==> src/rtl/qpu_exu_oitf_pkg.sv <==
// Shared sizing defaults for the QPU outstanding instruction track FIFO.
// Optional qubit-flag tracking is enabled by defining QPU_OITF_QF_EN.
package qpu_exu_oitf_pkg;

    localparam int QPU_OITF_DEPTH       = 4;
    localparam int QPU_RFIDX_REAL_WIDTH = 5;
    localparam int QPU_QUBIT_NUM        = 8;

    // Pointer width for a power-of-two depth of at least 2.
    function automatic int oitf_ptr_w(input int depth);
        return (depth < 2) ? 1 : $clog2(depth);
    endfunction

endpackage

==> src/rtl/qpu_exu_oitf_ptr.sv <==
// Circular-buffer pointer with wrap flag for the OITF.
// Macro QPU_OITF_QF_EN does not affect this block.
module qpu_oitf_ptr
    import qpu_exu_oitf_pkg::*;
#(
    parameter int DEPTH = QPU_OITF_DEPTH,
    parameter int PTR_W = oitf_ptr_w(QPU_OITF_DEPTH)
) (
    input  logic             clk,
    input  logic             rst,
    input  logic             i_inc,
    output logic [PTR_W-1:0] o_ptr,
    output logic             o_flag
);

    logic [PTR_W-1:0] r_ptr;
    logic             r_flag;

    always_ff @(posedge clk or posedge rst) begin
        if (rst) begin
            r_ptr  <= '0;
            r_flag <= 1'b0;
        end else if (i_inc) begin
            if (r_ptr == PTR_W'(DEPTH - 1)) begin
                r_ptr  <= '0;
                r_flag <= ~r_flag;
            end else begin
                r_ptr  <= r_ptr + 1'b1;
            end
        end
    end

    assign o_ptr  = r_ptr;
    assign o_flag = r_flag;

endmodule

==> src/rtl/qpu_exu_oitf.sv <==
// Outstanding Instruction Track FIFO for the QPU execute stage.
// Define QPU_OITF_QF_EN to track qubit lists and flag qubit conflicts.
module qpu_exu_oitf
    import qpu_exu_oitf_pkg::*;
#(
    parameter int OITF_DEPTH = QPU_OITF_DEPTH,
    parameter int RFIDX_W    = QPU_RFIDX_REAL_WIDTH,
    parameter int QUBIT_NUM  = QPU_QUBIT_NUM,
    parameter int PTR_W      = oitf_ptr_w(OITF_DEPTH)
) (
    input  logic                 clk,
    input  logic                 rst,
    input  logic                 disp_oitf_ena,
    output logic                 disp_oitf_ready,
    input  logic                 disp_oitf_rs1en,
    input  logic                 disp_oitf_rs2en,
    input  logic                 disp_oitf_rdwen,
    input  logic                 disp_oitf_qfren,
    input  logic [RFIDX_W-1:0]   disp_oitf_rs1idx,
    input  logic [RFIDX_W-1:0]   disp_oitf_rs2idx,
    input  logic [RFIDX_W-1:0]   disp_oitf_rdidx,
    input  logic [QUBIT_NUM-1:0] disp_oitf_qubitlist,
    output logic                 oitfrd_match_disprs1,
    output logic                 oitfrd_match_disprs2,
    output logic                 oitfrd_match_disprd,
    output logic                 oitfqf_match_dispql,
    input  logic                 oitf_ret_ena,
    output logic                 oitf_ret_rdwen,
    output logic [RFIDX_W-1:0]   oitf_ret_rdidx,
    output logic [QUBIT_NUM-1:0] oitf_ret_qubitlist,
    output logic [PTR_W-1:0]     oitf_dis_ptr,
    output logic [PTR_W-1:0]     oitf_ret_ptr,
    output logic                 oitf_empty
);

    logic             w_dis_flag;
    logic             w_ret_flag;
    logic [PTR_W-1:0] w_dis_ptr;
    logic [PTR_W-1:0] w_ret_ptr;
    logic             w_ptr_eq;
    logic             w_full;
    logic             w_empty;
    logic             w_alc;
    logic             w_ret;

    logic               r_vld   [OITF_DEPTH];
    logic               r_rdwen [OITF_DEPTH];
    logic [RFIDX_W-1:0] r_rdidx [OITF_DEPTH];

    assign w_ptr_eq = (w_dis_ptr == w_ret_ptr);
    assign w_full   = w_ptr_eq & (w_dis_flag != w_ret_flag);
    assign w_empty  = w_ptr_eq & (w_dis_flag == w_ret_flag);
    assign w_alc    = disp_oitf_ena & ~w_full;
    assign w_ret    = oitf_ret_ena & ~w_empty;

    qpu_oitf_ptr #(
        .DEPTH (OITF_DEPTH),
        .PTR_W (PTR_W)
    ) u_dis_ptr (
        .clk    (clk),
        .rst    (rst),
        .i_inc  (w_alc),
        .o_ptr  (w_dis_ptr),
        .o_flag (w_dis_flag)
    );

    qpu_oitf_ptr #(
        .DEPTH (OITF_DEPTH),
        .PTR_W (PTR_W)
    ) u_ret_ptr (
        .clk    (clk),
        .rst    (rst),
        .i_inc  (w_ret),
        .o_ptr  (w_ret_ptr),
        .o_flag (w_ret_flag)
    );

    // Alloc and retire never share a slot: equal pointers mean full or empty.
    always_ff @(posedge clk or posedge rst) begin
        if (rst) begin
            for (int i = 0; i < OITF_DEPTH; i++) begin
                r_vld[i]   <= 1'b0;
                r_rdwen[i] <= 1'b0;
                r_rdidx[i] <= '0;
            end
        end else begin
            for (int i = 0; i < OITF_DEPTH; i++) begin
                if (w_ret && (w_ret_ptr == PTR_W'(i))) begin
                    r_vld[i] <= 1'b0;
                end
                if (w_alc && (w_dis_ptr == PTR_W'(i))) begin
                    r_vld[i]   <= 1'b1;
                    r_rdwen[i] <= disp_oitf_rdwen;
                    r_rdidx[i] <= disp_oitf_rdidx;
                end
            end
        end
    end

    logic w_m_rs1;
    logic w_m_rs2;
    logic w_m_rd;

    always_comb begin
        w_m_rs1 = 1'b0;
        w_m_rs2 = 1'b0;
        w_m_rd  = 1'b0;
        for (int i = 0; i < OITF_DEPTH; i++) begin
            if (r_vld[i] && r_rdwen[i]) begin
                if (disp_oitf_rs1en && (r_rdidx[i] == disp_oitf_rs1idx))
                    w_m_rs1 = 1'b1;
                if (disp_oitf_rs2en && (r_rdidx[i] == disp_oitf_rs2idx))
                    w_m_rs2 = 1'b1;
                if (disp_oitf_rdwen && (r_rdidx[i] == disp_oitf_rdidx))
                    w_m_rd = 1'b1;
            end
        end
    end

`ifdef QPU_OITF_QF_EN
    logic                 r_qfren [OITF_DEPTH];
    logic [QUBIT_NUM-1:0] r_ql    [OITF_DEPTH];
    logic                 w_m_ql;

    always_ff @(posedge clk or posedge rst) begin
        if (rst) begin
            for (int i = 0; i < OITF_DEPTH; i++) begin
                r_qfren[i] <= 1'b0;
                r_ql[i]    <= '0;
            end
        end else begin
            for (int i = 0; i < OITF_DEPTH; i++) begin
                if (w_alc && (w_dis_ptr == PTR_W'(i))) begin
                    r_qfren[i] <= disp_oitf_qfren;
                    r_ql[i]    <= disp_oitf_qubitlist;
                end
            end
        end
    end

    always_comb begin
        w_m_ql = 1'b0;
        for (int i = 0; i < OITF_DEPTH; i++) begin
            if (r_vld[i] && r_qfren[i] && |(r_ql[i] & disp_oitf_qubitlist))
                w_m_ql = 1'b1;
        end
    end

    assign oitfqf_match_dispql = disp_oitf_qfren & w_m_ql;
    assign oitf_ret_qubitlist  = w_empty ? '0 : r_ql[w_ret_ptr];
`else
    logic w_unused_qf;

    assign w_unused_qf         = disp_oitf_qfren ^ (^disp_oitf_qubitlist);
    assign oitfqf_match_dispql = 1'b0;
    assign oitf_ret_qubitlist  = '0;
`endif

    assign disp_oitf_ready      = ~w_full;
    assign oitf_empty           = w_empty;
    assign oitfrd_match_disprs1 = w_m_rs1;
    assign oitfrd_match_disprs2 = w_m_rs2;
    assign oitfrd_match_disprd  = w_m_rd;
    assign oitf_ret_rdwen       = w_empty ? 1'b0 : r_rdwen[w_ret_ptr];
    assign oitf_ret_rdidx       = w_empty ? '0 : r_rdidx[w_ret_ptr];
    assign oitf_dis_ptr         = w_dis_ptr;
    assign oitf_ret_ptr         = w_ret_ptr;

endmodule

==> config.mk <==
export PLATFORM = sky130hd
export DESIGN_NAME = qpu_exu_oitf
export DESIGN_NICKNAME = d
export VERILOG_FILES = /design/src/rtl/qpu_exu_oitf_pkg.sv /design/src/rtl/qpu_exu_oitf_ptr.sv /design/src/rtl/qpu_exu_oitf.sv
export SDC_FILE = /design/constraint.sdc
export NUM_CORES = 1
export LEC_CHECK = 0
export BUFFER_PORTS_ARGS = -buffer_cell sky130_fd_sc_hd__buf_4
export CORE_AREA = 2 2 104 106
export DETAILED_ROUTE_END_ITERATION = 10
export DIE_AREA = 0 0 106 108
export HOLD_SLACK_MARGIN = 0.05
export SYNTH_ARGS = -nofsm -noshare
export SYNTH_HDL_FRONTEND = slang
export SYNTH_SLANG_ARGS = --single-unit
==> constraint.sdc <==
create_clock -name clk -period 3.5 [get_ports clk]
set_clock_uncertainty 0.1 [all_clocks]
set_input_delay 0.875 -clock clk [delete_from_list [all_inputs] [get_ports clk]]
set_output_delay 0.875 -clock clk [all_outputs]
set_load 0.05 [all_outputs]
* Yosys cells after proc, flatten, opt, wreduce, memory -nomap -nowiden
Index checks and enable logic that the tools add are counted.
Operators by class: add/sub/neg operators 2, div/mod/pow operators 0, bitwise logic cells 9, multiplexer cells 42, equal/unequal tests 21, order comparisons 1, $mul 0, shift-type cells 0, reductions and logical operators 32
Operator list (number):
- 5-bit == test | 12
- 1-bit 2-to-1 mux | 35
- 1-bit logical AND | 24
- 5-bit 2-to-1 mux | 3
- 5-bit binary-select mux with 2-bit select | 1
- 2-bit == test, second input constant | 4
- 2-bit nonzero test | 4
- 2-bit by 1-bit adder with 2-bit output, second input constant | 2
- 1-bit bitwise AND | 4
- 2-bit by 1-bit == test with 1-bit output, second input constant | 2
- 2-bit zero test | 2
- 2-bit 2-to-1 mux | 2
- 1-bit inverter | 4
- 2-bit AND reduction | 2
- 3-bit greater-or-equal comparator, second input constant | 1
- 2-bit inverter with 3-bit output | 1
- 1-bit binary-select mux with 2-bit select | 1
- 2-bit == test | 1
- 1-bit == test | 1
- 1-bit != test | 1
Word-level totals: bits in latches 0, flip-flop bits (word level) 34, memory bits (read-only) 0, memories kept 0, bits in writable memories 0

* Longest topological paths before layout
depth in word-level cells 10, gate-level depth with buffers 6, mapped depth without buffers 5

* Cells and area by module
Synthesis repeated with hierarchy kept, for this count alone.
Unflattened totals: cell total of the unflattened synthesis 228, area, all modules 2441.1 µm²
By module, submodules not included:
- qpu_exu_oitf | area an instance 2170.8 µm², cells each 208, times used 1
- qpu_oitf_ptr | area an instance 135.1 µm², cells each 10, times used 2

* Least setup slack after synthesis
OpenSTA, ideal clock, no wires.
path type reg2out, from register u_ret_ptr.r_ptr[0], in the netlist u_ret_ptr.o_ptr[0], to output oitf_ret_rdidx[0], stages on the path, launching flop included 5, buffers on the path 1, slack -604 ps, data arrival time 3129 ps, data required time 2525 ps, path through dfrtp_1 buf_2 xor2_1 nor3_1 nor2b_1
RTL lines:
- from (decl) | RTL line qpu_exu_oitf_ptr.sv:16 | logic [PTR_W-1:0] r_ptr;
- from (signal assigned) | RTL line qpu_exu_oitf_ptr.sv:28 | r_ptr <= r_ptr + 1'b1;
- 2-bit == test | RTL line qpu_exu_oitf.sv:50 | assign w_ptr_eq = (w_dis_ptr == w_ret_ptr);
- 1-bit bitwise AND | RTL line qpu_exu_oitf.sv:52 | assign w_empty = w_ptr_eq & (w_dis_flag == w_ret_flag);
- net oitf_empty | RTL line qpu_exu_oitf.sv:33 | output logic oitf_empty
- 5-bit 2-to-1 mux | RTL line qpu_exu_oitf.sv:165 | assign oitf_ret_rdidx = w_empty ? '0 : r_rdidx[w_ret_ptr];
- to (decl) | RTL line qpu_exu_oitf.sv:29 | output logic [RFIDX_W-1:0] oitf_ret_rdidx,
The timed path passes the listed nets, and every way through them passes these cells. The select of a mux whose other input is x is not followed.

* Worst setup path after layout
from register u_dis_ptr.r_ptr[0], in the netlist u_dis_ptr.o_ptr[0], to output oitf_ret_rdidx[1]
On the way: longest elaborated chain between the ends 3
Ends and longest elaborated chain (RTL line):
- from (decl) | qpu_exu_oitf_ptr.sv:16
- from (signal assigned) | qpu_exu_oitf_ptr.sv:28
- 2-bit == test | qpu_exu_oitf.sv:50
- 1-bit bitwise AND | qpu_exu_oitf.sv:52
- 5-bit 2-to-1 mux | qpu_exu_oitf.sv:165
No other way between the ends.

==> results.toml <==
[global_routing]
grt_usage = 0.1128
grt_pass1_vias = 1872
antenna_found_initial = 0
grt_pass1_wl_um = 9798
grt_overflow = 0
grt_max_degree = 35

[critical_path]
r2r_setup_slack_ns = 1.53
worstPathRequired_ns = 2.52
r2r-end = "r_rdwen[0]"
cp-start-kind = "register"
end_kind = "output pin"
critPathMaxFanout = 8
worstSetupEndpoint = "oitf_ret_rdidx[1]"
startpoint = "u_dis_ptr.o_ptr[0]"
crit_type = "reg2out"
arrival_ns = 2.02
reg2regPathDepth = 5
r2r-start = "u_ret_ptr.o_ptr[1]"

[placement]
pre_cts_slack_ns = 0.5505
dp.cells = 394
io_buffer_count = 36
hpwlAfterDp_um = 4534
gp_congestion = 0.8373

[logic_synthesis]
yosysTopAreaCell = "dfrtp_1"
yosys_warnings = 0
synth_edf_count = 0
synth_top_area_share = 0.3386
yosys.area_share.xor_xnor = 0.2366
syn_area_per_cell_um2 = 10.69
synthDistinctLibCells = 24
synth_common_cells = "xnor2_1 (51), dfrtp_1 (34), mux2_2 (26)"
synth.mux.area_fraction = 0.1703
synthAdderAreaFrac = 0.03984
async_flop_share = 1.000
synthesis.area_um2 = 2512
yosys.cell_count.top_type = "xnor2_1"
synth_top_family_by_area = "XOR/XNOR gates"
synth-simple-area-share = 0.1011
syn-instance-count = 235
synthTopCellsByArea = "dfrtp_1 (34%), xnor2_1 (18%), mux2_2 (12%), mux4_2 (5.4%), xor2_1 (5.2%)"
synth_compound_area_frac = 0.04333
yosysSeqAreaShare = 0.3386
ys.flop_type = "dfrtp_1"
ys_ff_latch = 34

[layout]
diodes = 0
final_cells = 402
areaGrowthSynthToFinish_pct = 20.12
nets = 304
layout-drive-gt1-share = 0.3271

[pwr]
power.total_mw = 3.367
leakage_nw = 1.216
power.density_nw_per_um2 = 1116
vdd_drop_max_mv = 0.6978

[route]
num_vias = 1772
ant_nets = 0
drt_wl_total_um = 6009
post-route-drc-count = 0
wire_per_inst_um = 14.95
firstDrtPassIters = 4
vias_per_cell = 4.408
drt_iter0_drc = 66

[timing]
timing.final.ws_setup_ns = 0.5075
fin_crit_sh = 0.8550
relSlewSlack = 0.4855
tns_ns = 0
setup_viol = 0
hold_violations = 0
max_clock_freq_mhz = 334.2
layout_min_cycle_time_ns = 2.992
finalMaxSlewViolations = 0
rsz0062_at_grt = "false"
worst_pin_slew_ns = 0.7675

[floorplan]
coreArea_um2 = 10230
io_pins = 55
start_util = 0.2456
dieArea_um2 = 11450
fp.dieH_um = 108
die_w_um = 106
rows = 37

[cts]
cts_hold_buffers = 0
numCtsBuffers = 5
post_cts_resized = 0
clk_latency_ns = 0.28
cts_setup_buffers = 0
cts_root_buffer = "clkbuf_8"
htreeDepth = 2
path_clk_slew_ns = 0.07
cts_buffer_depth = 2
tritoncts_num_sinks = 34
cts_tree = "built"

[job]
maxCapViolCount = 0

[outcome]
status = "finished clean"

[hold_path]
worstHoldPathType = "reg2reg"
==> kinds of logic after synthesis <==
| logic type | Yosys count |
|---|---|
| xor gates and xnor gates | 67 |
| adders and majority gates | 8 |
| other | 1 |
| DFF | 34 |
| buffers and inverters | 34 |
| muxes | 32 |
| AOI/OAI and AO/OA | 11 |
| and+or+nand+nor | 48 |
==> worst min path at each step <==
| stage | start | end | slack [ns] | depth (start not counted) |
|---|---|---|---|---|
| detailed placement | r_vld[1] | r_vld[1] | 0.40 | 2 |
| finish | r_vld[1] | r_vld[1] | 0.41 | 2 |
| global route | r_vld[2] | r_vld[2] | 0.45 | 2 |
| global placement | r_vld[1] | r_vld[1] | 0.39 | 2 |
| floorplan | r_vld[0] | r_vld[0] | 0.37 | 2 |
| CTS | r_vld[1] | r_vld[1] | 0.42 | 2 |
==> cell type report <==
type,count,area (um2)
Timing Repair Buffer,39,292.8
Tap cell,136,170.2
Clock inverter,2,60.06
Clock buffer,6,82.58
Inverter,10,37.54
Sequential cell,34,850.8
Multi-Input combinational cell,175,1524
Fill cell,1054,7213
==> cell usage in the layout (no fill, tap or decap), types with 8 or more instances in the layout <==
master   Yosys  layout
buf_4       10      39
conb_1       1       9
dfrtp_1     34      34
ha_1         8       8
inv_1       10      10
mux2_2      26      26
nand2_1      9       9
nand4_1     12      12
nor3_1      14      13
xnor2_1     51      51
xor2_1      15      15
==> through the flow <==
stage,instance area (um2),utilization,hold WS (ns)
3_3_place_gp,2875,0.2810,0.3947
3_5_place_dp,2875,0.2810,0.4022
5_1_grt,3018,0.2950,0.4495
6_report,3018,0.2950,0.4111
4_1_cts,3018,0.2950,0.4171
2_1_floorplan,2547,-,0.3722
==> metal layers <==
metal	up-vias	part of all wire	track usage
met3	11	0.063	0.02351
met4	0	0.020	0.03665
met2	57	0.45	0.1806
li1	833	-	-
met5	-	0	0
met1	871	0.46	0.1527
==> state kept, by name, indices dropped and copies added (netlist names) <==
name              count
u_ret_ptr.o_flag      1
u_dis_ptr.o_ptr       2
u_dis_ptr.o_flag      1
u_ret_ptr.o_ptr       2
r_rdidx              20
r_rdwen               4
r_vld                 4
==> critical path, stage by stage (launching register included) <==
cell     delay, ns
dfrtp_1       0.48
xor2_1        0.25
nor3_2        0.61
nor2b_1       0.15
buf_4         0.23
==> where the power goes <==
part	switching [mW]	leakage (nW)	internal, mW	total, mW
Combinational	1.13	0.742	0.858	1.99
Clock	0.142	0.0714	0.304	0.446
Sequential	0.333	0.402	0.598	0.931
Total	1.61	1.22	1.76	3.37
Note: power is estimated with default switching activity, not from simulation.
